--- config.mk ---
export PLATFORM = sky130hd
export DESIGN_NAME = ll_walker
export DESIGN_NICKNAME = d
export VERILOG_FILES = /design/src/rtl/ll_pkg.sv /design/src/rtl/ll_node_mem.sv /design/src/rtl/ll_walker.sv
export SDC_FILE = /design/constraint.sdc
export NUM_CORES = 1
export LEC_CHECK = 0
export BUFFER_PORTS_ARGS = -buffer_cell sky130_fd_sc_hd__buf_4
export CAP_MARGIN = 20
export CORE_MARGIN = 4
export CORE_UTILIZATION = 40
export DETAILED_ROUTE_END_ITERATION = 16
export GPL_ROUTABILITY_DRIVEN = 0
export GPL_TIMING_DRIVEN = 1
export PLACE_DENSITY = 0.63
export SLEW_MARGIN = 20
export SYNTH_ARGS = -nofsm -noshare
export SYNTH_HDL_FRONTEND = slang
export SYNTH_SLANG_ARGS = --single-unit
--- constraint.sdc ---
create_clock -name clk -period 6.09 [get_ports clk]
set_input_delay 0.9135 -clock clk [delete_from_list [all_inputs] [get_ports clk]]
set_output_delay 0.9135 -clock clk [all_outputs]
set_load 0.01 [all_outputs]
--- src/rtl/ll_pkg.sv ---
// Shared types and constants for the linked-list blocks: node layout,
// pointer/data widths and the walker FSM encoding.
package ll_pkg;

  localparam int unsigned PTR_W    = 4;
  localparam int unsigned DATA_W   = 8;
  localparam int unsigned DEPTH    = 1 << PTR_W;
  localparam logic [PTR_W-1:0] NULL_PTR = '1;

  typedef struct packed {
    logic [DATA_W-1:0] data;
    logic [PTR_W-1:0]  next;
  } node_t;

  typedef enum logic {
    IDLE,
    SEND
  } state_e;

endpackage

--- src/rtl/ll_node_mem.sv ---
// Node table: flop array with one write port and one combinational read port.
// Reset clears every node to data 0 / next NULL_PTR.
module ll_node_mem #(
  parameter int unsigned DATA_W   = ll_pkg::DATA_W,
  parameter int unsigned PTR_W    = ll_pkg::PTR_W,
  parameter int unsigned DEPTH    = 1 << PTR_W,
  parameter logic [PTR_W-1:0] NULL_PTR = PTR_W'(DEPTH - 1)
) (
  input  logic              clk,
  input  logic              rst,
  input  logic              wr_en,
  input  logic [PTR_W-1:0]  wr_addr,
  input  logic [DATA_W-1:0] wr_data,
  input  logic [PTR_W-1:0]  wr_next,
  input  logic [PTR_W-1:0]  rd_addr,
  output logic [DATA_W-1:0] rd_data,
  output logic [PTR_W-1:0]  rd_next
);

  logic [DATA_W-1:0] data_q [DEPTH];
  logic [PTR_W-1:0]  next_q [DEPTH];

  always_ff @(posedge clk) begin
    if (rst) begin
      for (int unsigned i = 0; i < DEPTH; i++) begin
        data_q[i] <= '0;
        next_q[i] <= NULL_PTR;
      end
    end else if (wr_en) begin
      data_q[wr_addr] <= wr_data;
      next_q[wr_addr] <= wr_next;
    end
  end

  // Read sees the pre-write contents when addresses collide.
  assign rd_data = data_q[rd_addr];
  assign rd_next = next_q[rd_addr];

endmodule

--- src/rtl/ll_walker.sv ---
// Follows next pointers from each accepted head pointer and emits one output
// beat per node; flags end of list, empty heads and hop-limit (cycle) errors.
module ll_walker #(
  parameter int unsigned DATA_W   = ll_pkg::DATA_W,
  parameter int unsigned PTR_W    = ll_pkg::PTR_W,
  parameter int unsigned DEPTH    = 1 << PTR_W,
  parameter logic [PTR_W-1:0] NULL_PTR = PTR_W'(DEPTH - 1)
) (
  input  logic              clk,
  input  logic              rst,
  input  logic [PTR_W-1:0]  in_ptr,
  input  logic              in_ptr_vld,
  output logic              in_ptr_rdy,
  input  logic              wr_en,
  input  logic [PTR_W-1:0]  wr_addr,
  input  logic [DATA_W-1:0] wr_data,
  input  logic [PTR_W-1:0]  wr_next,
  output logic [DATA_W-1:0] out_data,
  output logic [PTR_W-1:0]  out_ptr,
  output logic              out_vld,
  input  logic              out_rdy,
  output logic              out_last,
  output logic              out_empty,
  output logic              out_err
);

  localparam logic [PTR_W-1:0] HOP_MAX = PTR_W'(DEPTH - 1);

  ll_pkg::state_e    state_q, state_d;
  logic [DATA_W-1:0] out_data_q, out_data_d;
  logic [PTR_W-1:0]  out_ptr_q, out_ptr_d;
  logic              out_last_q, out_last_d;
  logic              out_empty_q, out_empty_d;
  logic              out_err_q, out_err_d;
  logic [PTR_W-1:0]  cur_next_q, cur_next_d;
  logic [PTR_W-1:0]  hops_q, hops_d;

  logic [PTR_W-1:0]  rd_addr;
  logic [DATA_W-1:0] rd_data;
  logic [PTR_W-1:0]  rd_next;
  logic              load;
  logic [PTR_W-1:0]  hop_nxt;
  logic              at_limit;

  ll_node_mem #(
    .DATA_W   (DATA_W),
    .PTR_W    (PTR_W),
    .DEPTH    (DEPTH),
    .NULL_PTR (NULL_PTR)
  ) u_mem (
    .clk     (clk),
    .rst     (rst),
    .wr_en   (wr_en),
    .wr_addr (wr_addr),
    .wr_data (wr_data),
    .wr_next (wr_next),
    .rd_addr (rd_addr),
    .rd_data (rd_data),
    .rd_next (rd_next)
  );

  assign rd_addr  = (state_q == ll_pkg::IDLE) ? in_ptr : cur_next_q;
  assign at_limit = (hop_nxt == HOP_MAX);

  always_comb begin
    state_d     = state_q;
    out_data_d  = out_data_q;
    out_ptr_d   = out_ptr_q;
    out_last_d  = out_last_q;
    out_empty_d = out_empty_q;
    out_err_d   = out_err_q;
    cur_next_d  = cur_next_q;
    hops_d      = hops_q;
    load        = 1'b0;
    hop_nxt     = '0;

    case (state_q)
      ll_pkg::IDLE: begin
        if (in_ptr_vld) begin
          state_d = ll_pkg::SEND;
          if (in_ptr == NULL_PTR) begin
            out_data_d  = '0;
            out_ptr_d   = NULL_PTR;
            out_last_d  = 1'b1;
            out_empty_d = 1'b1;
            out_err_d   = 1'b0;
            hops_d      = '0;
          end else begin
            load    = 1'b1;
            hop_nxt = PTR_W'(1);
          end
        end
      end
      ll_pkg::SEND: begin
        if (out_rdy) begin
          if (out_last_q) begin
            state_d = ll_pkg::IDLE;
          end else begin
            load    = 1'b1;
            hop_nxt = hops_q + 1'b1;
          end
        end
      end
      default: state_d = ll_pkg::IDLE;
    endcase

    // Shared node load for both the head and each follow-on hop.
    if (load) begin
      out_data_d  = rd_data;
      out_ptr_d   = rd_addr;
      cur_next_d  = rd_next;
      hops_d      = hop_nxt;
      out_empty_d = 1'b0;
      out_last_d  = (rd_next == NULL_PTR) | at_limit;
      out_err_d   = at_limit & (rd_next != NULL_PTR);
    end
  end

  always_ff @(posedge clk) begin
    if (rst) begin
      state_q     <= ll_pkg::IDLE;
      out_data_q  <= '0;
      out_ptr_q   <= '0;
      out_last_q  <= 1'b0;
      out_empty_q <= 1'b0;
      out_err_q   <= 1'b0;
      cur_next_q  <= '0;
      hops_q      <= '0;
    end else begin
      state_q     <= state_d;
      out_data_q  <= out_data_d;
      out_ptr_q   <= out_ptr_d;
      out_last_q  <= out_last_d;
      out_empty_q <= out_empty_d;
      out_err_q   <= out_err_d;
      cur_next_q  <= cur_next_d;
      hops_q      <= hops_d;
    end
  end

  assign in_ptr_rdy = (state_q == ll_pkg::IDLE);
  assign out_vld    = (state_q == ll_pkg::SEND);
  assign out_data   = out_data_q;
  assign out_ptr    = out_ptr_q;
  assign out_last   = out_last_q;
  assign out_empty  = out_empty_q;
  assign out_err    = out_err_q;

endmodule

==> metrics.csv, run 1 <==
stage,metric,value,unit
critical_path,"Buf+Inv Stages, Crit Path",1,
critical_path,Crit path largest cell delay,0.84,ns
critical_path,crit path max fanout,65,
critical_path,CP cell instances,mux2i_4 > buf_4 > mux4_2 > mux2i_1 > nand2_1 > a32o_1,
global_routing,Total GRT Usage,17.5,%
route,drt drc,0,
power_and_ir_drop,Leak,3.87,nW
critical_path,Critical Path Slowest Stage Cell,dfxtp_1,
synth,Compound-Gate Fraction of Synth Area,5.54,%
worst_hold_path,Hold WC Path Type,flip-flop to flip-flop,
critical_path,Reg2Reg Depth,6,
clock_tree,TritonCTS clock tree,done,
place,IO buf count,41,
route,drt first pass iters,5,
floorplanning,die area,27300,um2
clock_tree,PostCTS Resize Cnt,0,
timing,clk_skew,0.00780,ns
place,DPL Wire Length,14.9,mm
critical_path,reg2reg start,out_vld,
synth,"FFs w/ async S/R, synth",0,%
place,pre-CTS WS,2.09,ns
clock_tree,Post-CTS Setup Inserts,0,
clock_tree,CTS Root Cell,clkbuf_16,
timing,Max Clock Freq,306,MHz
synth,Synth top area share,58.4,%
global_routing,initial antenna violation count,0,
clock_tree,total CTS buffers,23,
route,routed via count,6105,
global_routing,first-pass GRT wire length,36.1,mm
synth,Syn Area/Cell,13.0,um2
route,ANT nets after route,0,
timing,fin crit share,53.7,%
route,WL/cell,20.9,um
final_layout,fin nets,816,
power_and_ir_drop,Cell Pwr Density,309,nW/um2
worst_hold_path,worst min-delay path endpoint,out_data[4],
synth,post-synthesis mux area share,8.57,%
timing,final slew viol count,0,
critical_path,element type at the critical path end,flip-flop,
floorplanning,Die Y,165,um
route,Routed WL,23.7,mm
timing,RSZ-0062 raised after global routing,no,
floorplanning,core footprint,24300,um2
floorplanning,Starting Density,40.6,%
final_layout,area grow syn2layout,13.6,%
final_layout,fraction of layout cells with a size suffix above 1,16.3,%
clock_tree,htree depth,1,
floorplanning,die width,165,um
route,Vias/cell,5.40,
timing,final worst setup slack,2.82,ns
synth,Synth Area in Adders,0.127,%
timing,Slew @ Worst Pin,1.11,ns
timing,total negative slack,0,ns
clock_tree,clock-pin slew on the worst setup and hold paths,0.06,ns
synth,Netlist Area Pre-Place,9870,um2
synth,Synth area leader,edfxtp_1,
synth,"EDFF count, synth",192,
flow_run,max cap viols,0,
synth,Synth Area in Simple Gates,19.6,%
global_routing,largest net degree at the start of global routing,66,
critical_path,CP Data Arrival Time,3.67,ns
synth,ys flop type,edfxtp_1,
synth,post-synthesis sequential element count,216,
timing,final hold violations,0,
synth,largest family of logic cells by synthesized area,simple AND/OR/NAND/NOR gates,
global_routing,vias in the first global route,5973,
worst_hold_path,min-delay src,out_data[4],
route,Initial DRC Count,501,
clock_tree,clock insertion delay at the later pin of the skew report,0.51,ns
synth,Syn Inst Count,762,
clock_tree,CTS Sinks,216,
power_and_ir_drop,peak supply drop,0.187,mV
synth,post-synthesis sequential area ratio,63.3,%
synth,YS warnings,0,
synth,Unique masters post-synth,39,
floorplanning,num ports,42,
timing,final worst path period need,3.27,ns
timing,setup violators final,0,
synth,syn_nets,788,
worst_hold_path,worst hold stages,1,
critical_path,cell family with the largest share of critical-path delay,multiplexers,
critical_path,Setup CP Type,flip-flop to flip-flop,
critical_path,reg2reg setup slack,2.82,ns
critical_path,Startpoint Class,flip-flop,
floorplanning,row count,57,
global_routing,Overflow after GRT,0,
clock_tree,Longest Clk Path Bufs,3,
critical_path,Worst Path Required,6.49,ns
clock_tree,post-cts hold buffer count,0,
critical_path,worst r2r dst,out_data[4],
final_layout,Filler cells,2168,
synth,"top cells by area, synth","edfxtp_1, and2_1, mux4_2",
status,outcome,"finished, final reports clean",
timing,slew margin rel.,25.5,%
synth,xor/xnor share of the synthesized area,0.177,%
-- synth_stat cells (2+ instances only) --
library cell  count
nand3_1          16
a311oi_1          4
or2_1             5
and2_1          128
nand4_1           7
inv_2             2
o21ai_0           2
o211ai_1          8
nand2_1         100
mux4_2           32
or3_1            50
a31oi_1           4
and2_0            8
dfxtp_1          24
clkbuf_1         32
edfxtp_1        192
a32o_1           10
nor3_1            6
buf_4             3
buf_2            13
nand2b_1         19
buf_6             4
a211oi_1         12
a211o_1           4
a21oi_1          13
o21ai_1          17
mux2i_1          11
nor2_1           25
-- layer usage --
metal | GRT usage, % | wire length (um)
met1 | 23.8 | 10300
met2 | 29.3 | 11700
met3 | 3.35 | 1300
met4 | 4.01 | 401
met5 | 0 | 0
-- kinds of logic (layout without fill, tap and decap cells) --
kind of cell	count (synthesis)	after routing
adders and majority gates	1	1
AOI/OAI and AO/OA	79	79
DFF	216	216
other	0	1
and+or+nand+nor	364	364
xor gates and xnor gates	2	2
muxes	44	44
buffers and inverters	56	100
-- area by class of cell --
| cell class | instances | area (um2) | area share (%) |
|---|---|---|---|
| diodes | 1 | 2.50 | 0.0223 |
| clock buffers | 38 | 662 | 5.90 |
| clock inverters | 3 | 40.0 | 0.357 |
| inverters | 3 | 11.3 | 0.100 |
| multi-input cells | 490 | 3430 | 30.6 |
| flip-flops and latches | 216 | 6250 | 55.7 |
| well taps | 324 | 405 | 3.61 |
| repair buffers | 56 | 420 | 3.75 |
-- per-stage QoR --
step           hold slack, ns  cell area (um2)  power (mW)  utilization (%)  cells
6_report                0.468            11200        3.46             46.1   1131
5_1_grt                 0.483            11200        3.59             46.1   1130
4_1_cts                 0.474            11200        3.48             46.0   1129
3_5_place_dp            0.460            10500        2.17             43.1   1088
3_3_place_gp            0.460            10500        2.16             43.1   1088
2_1_floorplan           0.443             9870        2.02                -    762
-- placed cells by master (no fill, tap or decap), types with 5 or more instances in the layout --
master | netlist | final
nor2_1 | 25 | 25
clkbuf_16 | 0 | 23
nand4_1 | 7 | 7
and2_0 | 8 | 8
o21ai_1 | 17 | 12
a21oi_1 | 13 | 13
or2_1 | 5 | 5
o21ai_2 | 0 | 5
nand3_1 | 16 | 16
clkbuf_1 | 32 | 12
mux2i_1 | 11 | 8
a211oi_1 | 12 | 12
nand2_1 | 100 | 100
edfxtp_1 | 192 | 192
and2_1 | 128 | 128
or3_1 | 50 | 50
dfxtp_1 | 24 | 24
mux4_2 | 32 | 32
a32o_1 | 10 | 10
nand2b_1 | 19 | 19
buf_4 | 3 | 56
o211ai_1 | 8 | 8
-- worst max-delay path by stage --
| stage | start | end | slack [ns] | cells past startpoint |
|---|---|---|---|---|
| 2_1_floorplan | rst | u_mem.data_q[0][0] | 3.35 | 7 |
| 3_3_place_gp | rst | u_mem.data_q[4][0] | 2.36 | 7 |
| 3_5_place_dp | rst | u_mem.data_q[12][7] | 2.09 | 5 |
| 4_1_cts | rst | u_mem.data_q[12][0] | 2.62 | 5 |
| 5_1_grt | out_vld | out_last | 2.60 | 7 |
| 6_report | out_vld | out_data[4] | 2.82 | 6 |
-- power by group --
| group | internal (mW) | switching, mW |
|---|---|---|
| Combinational | 0.155 | 0.241 |
| Sequential | 1.70 | 0.0378 |
| Clock | 0.779 | 0.549 |
-- registers in the layout, indices dropped and copies added (netlist names) --
signal and cells:
out_empty 1, out_vld 1, out_last 1, u_mem.next_q 64, out_ptr 4, cur_next_q 4, u_mem.data_q 128, out_err 1
out_data 8, hops_q 4
No activity file was read; power rests on OpenSTA's default activity.
==> run 2: changes to the inputs <==
- ABC_AREA: not set -> 1
- clock period: 6.09 -> 3.1 ns (I/O delays scaled with it)
==> metrics.csv, run 2 <==
stage,metric,value,unit,change
status,outcome,"finished, final reports clean",,
global_routing,vias in the first global route,7042,,+18%
place,IO buf count,41,,unchanged
timing,total negative slack,0,ns,unchanged
global_routing,Total GRT Usage,19.8,%,+2.3 points
flow_run,max cap viols,0,,unchanged
synth,Synth top area share,58.7,%,+0.28 points
power_and_ir_drop,Leak,4.31,nW,+12%
timing,final hold violations,0,,unchanged
critical_path,"Buf+Inv Stages, Crit Path",1,,unchanged
synth,post-synthesis sequential element count,216,,unchanged
synth,"top cells by area, synth","edfxtp_1, nand2_1, nand3_1",,
clock_tree,clock insertion delay at the later pin of the skew report,0.52,ns,about the same
final_layout,fin nets,1089,,+33%
timing,RSZ-0062 raised after global routing,no,,
critical_path,Startpoint Class,flip-flop,,
route,WL/cell,19.2,um,-8.1%
route,Initial DRC Count,905,,+81%
floorplanning,Starting Density,40.5,%,-0.072 points
synth,largest family of logic cells by synthesized area,simple AND/OR/NAND/NOR gates,,
timing,clk_skew,0.00978,ns,+0.00198 ns
synth,top post-synthesis cells by count,"nand2_1, edfxtp_1, nand3_1, nor2_1, inv_1",,
timing,final worst path period need,2.48,ns,-0.789 ns
clock_tree,CTS Root Cell,clkbuf_16,,
final_layout,"commonest non-fill, non-tap cell in the layout",nand2_1,,
timing,slew margin rel.,37.2,%,+12 points
route,routed via count,7415,,+21%
critical_path,Crit path largest cell delay,0.45,ns,-0.39 ns
synth,xor/xnor share of the synthesized area,0.0891,%,-0.088 points
route,drt drc,0,,unchanged
synth,Synth Area in Simple Gates,27.0,%,+7.3 points
power_and_ir_drop,Cell Int Power,5.13,mW,+94%
clock_tree,Post-CTS Setup Inserts,0,,unchanged
critical_path,reg2reg start,out_vld,,
power_and_ir_drop,NetSw,1.85,mW,+120%
timing,Slew @ Worst Pin,0.939,ns,-0.175 ns
critical_path,Setup CP Type,flip-flop to flip-flop,,
clock_tree,total CTS buffers,24,,+4.3%
critical_path,critical path startpoint,out_vld,,
synth,Syn Area/Cell,9.49,um2,-27%
synth,Compound-Gate Fraction of Synth Area,3.12,%,-2.4 points
global_routing,first-pass GRT wire length,41.2,mm,+14%
critical_path,crit path max fanout,95,,+46%
floorplanning,die area,27100,um2,-0.45%
synth,"FFs w/ async S/R, synth",0,%,unchanged
final_layout,fraction of layout cells with a size suffix above 1,10.7,%,-5.5 points
floorplanning,row count,57,,unchanged
final_layout,max reg flops,128,,unchanged
floorplanning,num ports,42,,unchanged
final_layout,Largest Register,u_mem.data_q,,
power_and_ir_drop,Clk network pwr share,37.9,%,-0.4 points
clock_tree,CTS Sinks,216,,unchanged
clock_tree,PostCTS Resize Cnt,0,,unchanged
power_and_ir_drop,logic gate share of total power,13.2,%,+1.8 points
floorplanning,Die Y,165,um,-0.22%
synth,YS warnings,0,,unchanged
final_layout,# diodes,0,,-1
power_and_ir_drop,Flop pwr share,48.9,%,-1.3 points
global_routing,initial antenna violation count,0,,unchanged
synth,Netlist Area Pre-Place,9830,um2,-0.47%
synth,post-synthesis sequential area ratio,63.6,%,+0.30 points
clock_tree,clock-pin slew on the worst setup and hold paths,0.06,ns,about the same
floorplanning,die width,165,um,-0.22%
worst_hold_path,Hold WC Path Type,input pin to flip-flop,,
critical_path,CP Data Arrival Time,2.94,ns,-0.73 ns
critical_path,Worst Path Required,3.56,ns,-2.93 ns
synth,ys flop type,edfxtp_1,,
global_routing,largest net degree at the start of global routing,96,,+45%
synth,"count leader, synth",nand2_1,,
power_and_ir_drop,Cell Pwr Density,630,nW/um2,+100%
timing,setup violators final,0,,unchanged
route,drt first pass iters,5,,unchanged
critical_path,"Top cell by count, worst path",nand2_1,,
synth,Syn Inst Count,1035,,+36%
power_and_ir_drop,Net Sw Frac,26.5,%,+2.6 points
route,ANT nets after route,0,,unchanged
route,Vias/cell,5.28,,-2.2%
critical_path,Critical Path Slowest Stage Cell,nand2_8,,
clock_tree,post-cts hold buffer count,0,,unchanged
timing,final worst setup slack,0.617,ns,-2.20 ns
synth,syn_nets,1061,,+35%
floorplanning,core footprint,24200,um2,-0.29%
critical_path,cell family with the largest share of critical-path delay,simple AND/OR/NAND/NOR gates,,
timing,Max Clock Freq,403,MHz,+32%
global_routing,Overflow after GRT,0,,unchanged
timing,final slew viol count,0,,unchanged
synth,"EDFF count, synth",192,,unchanged
synth,Synth Area in Adders,0.127,%,+0.00060 points
place,pre-CTS WS,0.613,ns,-1.48 ns
clock_tree,Longest Clk Path Bufs,3,,unchanged
place,DPL Wire Length,17.8,mm,+20%
power_and_ir_drop,peak supply drop,0.371,mV,+98%
critical_path,CP cell instances,buf_4 > nand2_8 > nand2_8 > nand2_1 > nand3_1 > nand3_1 > nand3_1 > nand2_1 > nor2_1 > nand2_1 > nand2_1 > nand2_1 > a21oi_2,,
timing,fin crit share,80.1,%,+26 points
route,Routed WL,27.0,mm,+14%
clock_tree,htree depth,1,,unchanged
critical_path,element type at the critical path end,flip-flop,,
synth,Unique masters post-synth,30,,-23%
worst_hold_path,min-delay src,rst,,
clock_tree,TritonCTS clock tree,done,,
final_layout,"commonest non-fill, non-tap cells in the layout","nand2_1, edfxtp_1, nand3_1, nor2_1, buf_4",,
final_layout,area grow syn2layout,12.7,%,
synth,post-synthesis mux area share,0,%,-8.6 points
synth,Synth area leader,edfxtp_1,,
run 2: per-layer routing:
layer | part of all wire [%] | GRT usage (%) | vias up | wire length (um)
li1 | - | - | 3501 | -
met1 | 44 | 28.7 | 3542 | 11800
met2 | 46 | 31.5 | 325 | 12500
met3 | 7.9 | 2.50 | 47 | 2140
met4 | 2.3 | 5.44 | 0 | 621
met5 | 0 | 0 | - | 0
run 2: final timing paths:
path,depth (start not counted),to,slack (ns)
hold / removal,2,out_last,0.17
setup / recovery,13,out_last,0.62
hold reg to reg,2,hops_q[3],0.47
setup reg to reg,13,out_last,0.62
run 2: layout make-up:
class	count	area (um2)
flip-flops and latches	216	6250
repair buffers	56	420
clock inverters	8	40.0
fillers	2331	13200
clock buffers	35	683
well taps	324	405
inverters	75	282
multi-input cells	690	3000
run 2: power groups by stage:
| stage | logic (mW) | clock network (mW) | registers (mW) |
|---|---|---|---|
| after floorplan | 0.607 | 0 | 3.46 |
| after global placement | 0.898 | 0 | 3.47 |
| after detailed placement | 0.905 | 0 | 3.47 |
| after CTS | 0.909 | 2.67 | 3.41 |
| after global routing | 1.00 | 2.79 | 3.43 |
| final | 0.917 | 2.64 | 3.41 |
run 2: metrics by stage:
step | hold WS (ns) | power [mW] | cell area, um2 | utilization [%] | instances
global route | 0.166 | 7.22 | 11100 | 45.7 | 1404
detailed placement | 0.459 | 4.38 | 10300 | 42.7 | 1361
finish | 0.174 | 6.97 | 11100 | 45.7 | 1404
global placement | 0.454 | 4.36 | 10300 | 42.7 | 1361
CTS | 0.163 | 6.99 | 11100 | 45.7 | 1404
floorplan | 0.445 | 4.06 | 9830 | - | 1035
run 2: cell families after synthesis:
family	after synthesis
simple gates	635
flops	216
buf+inv	129
compound gates	53
xor+xnor	1
fa+ha+maj	1
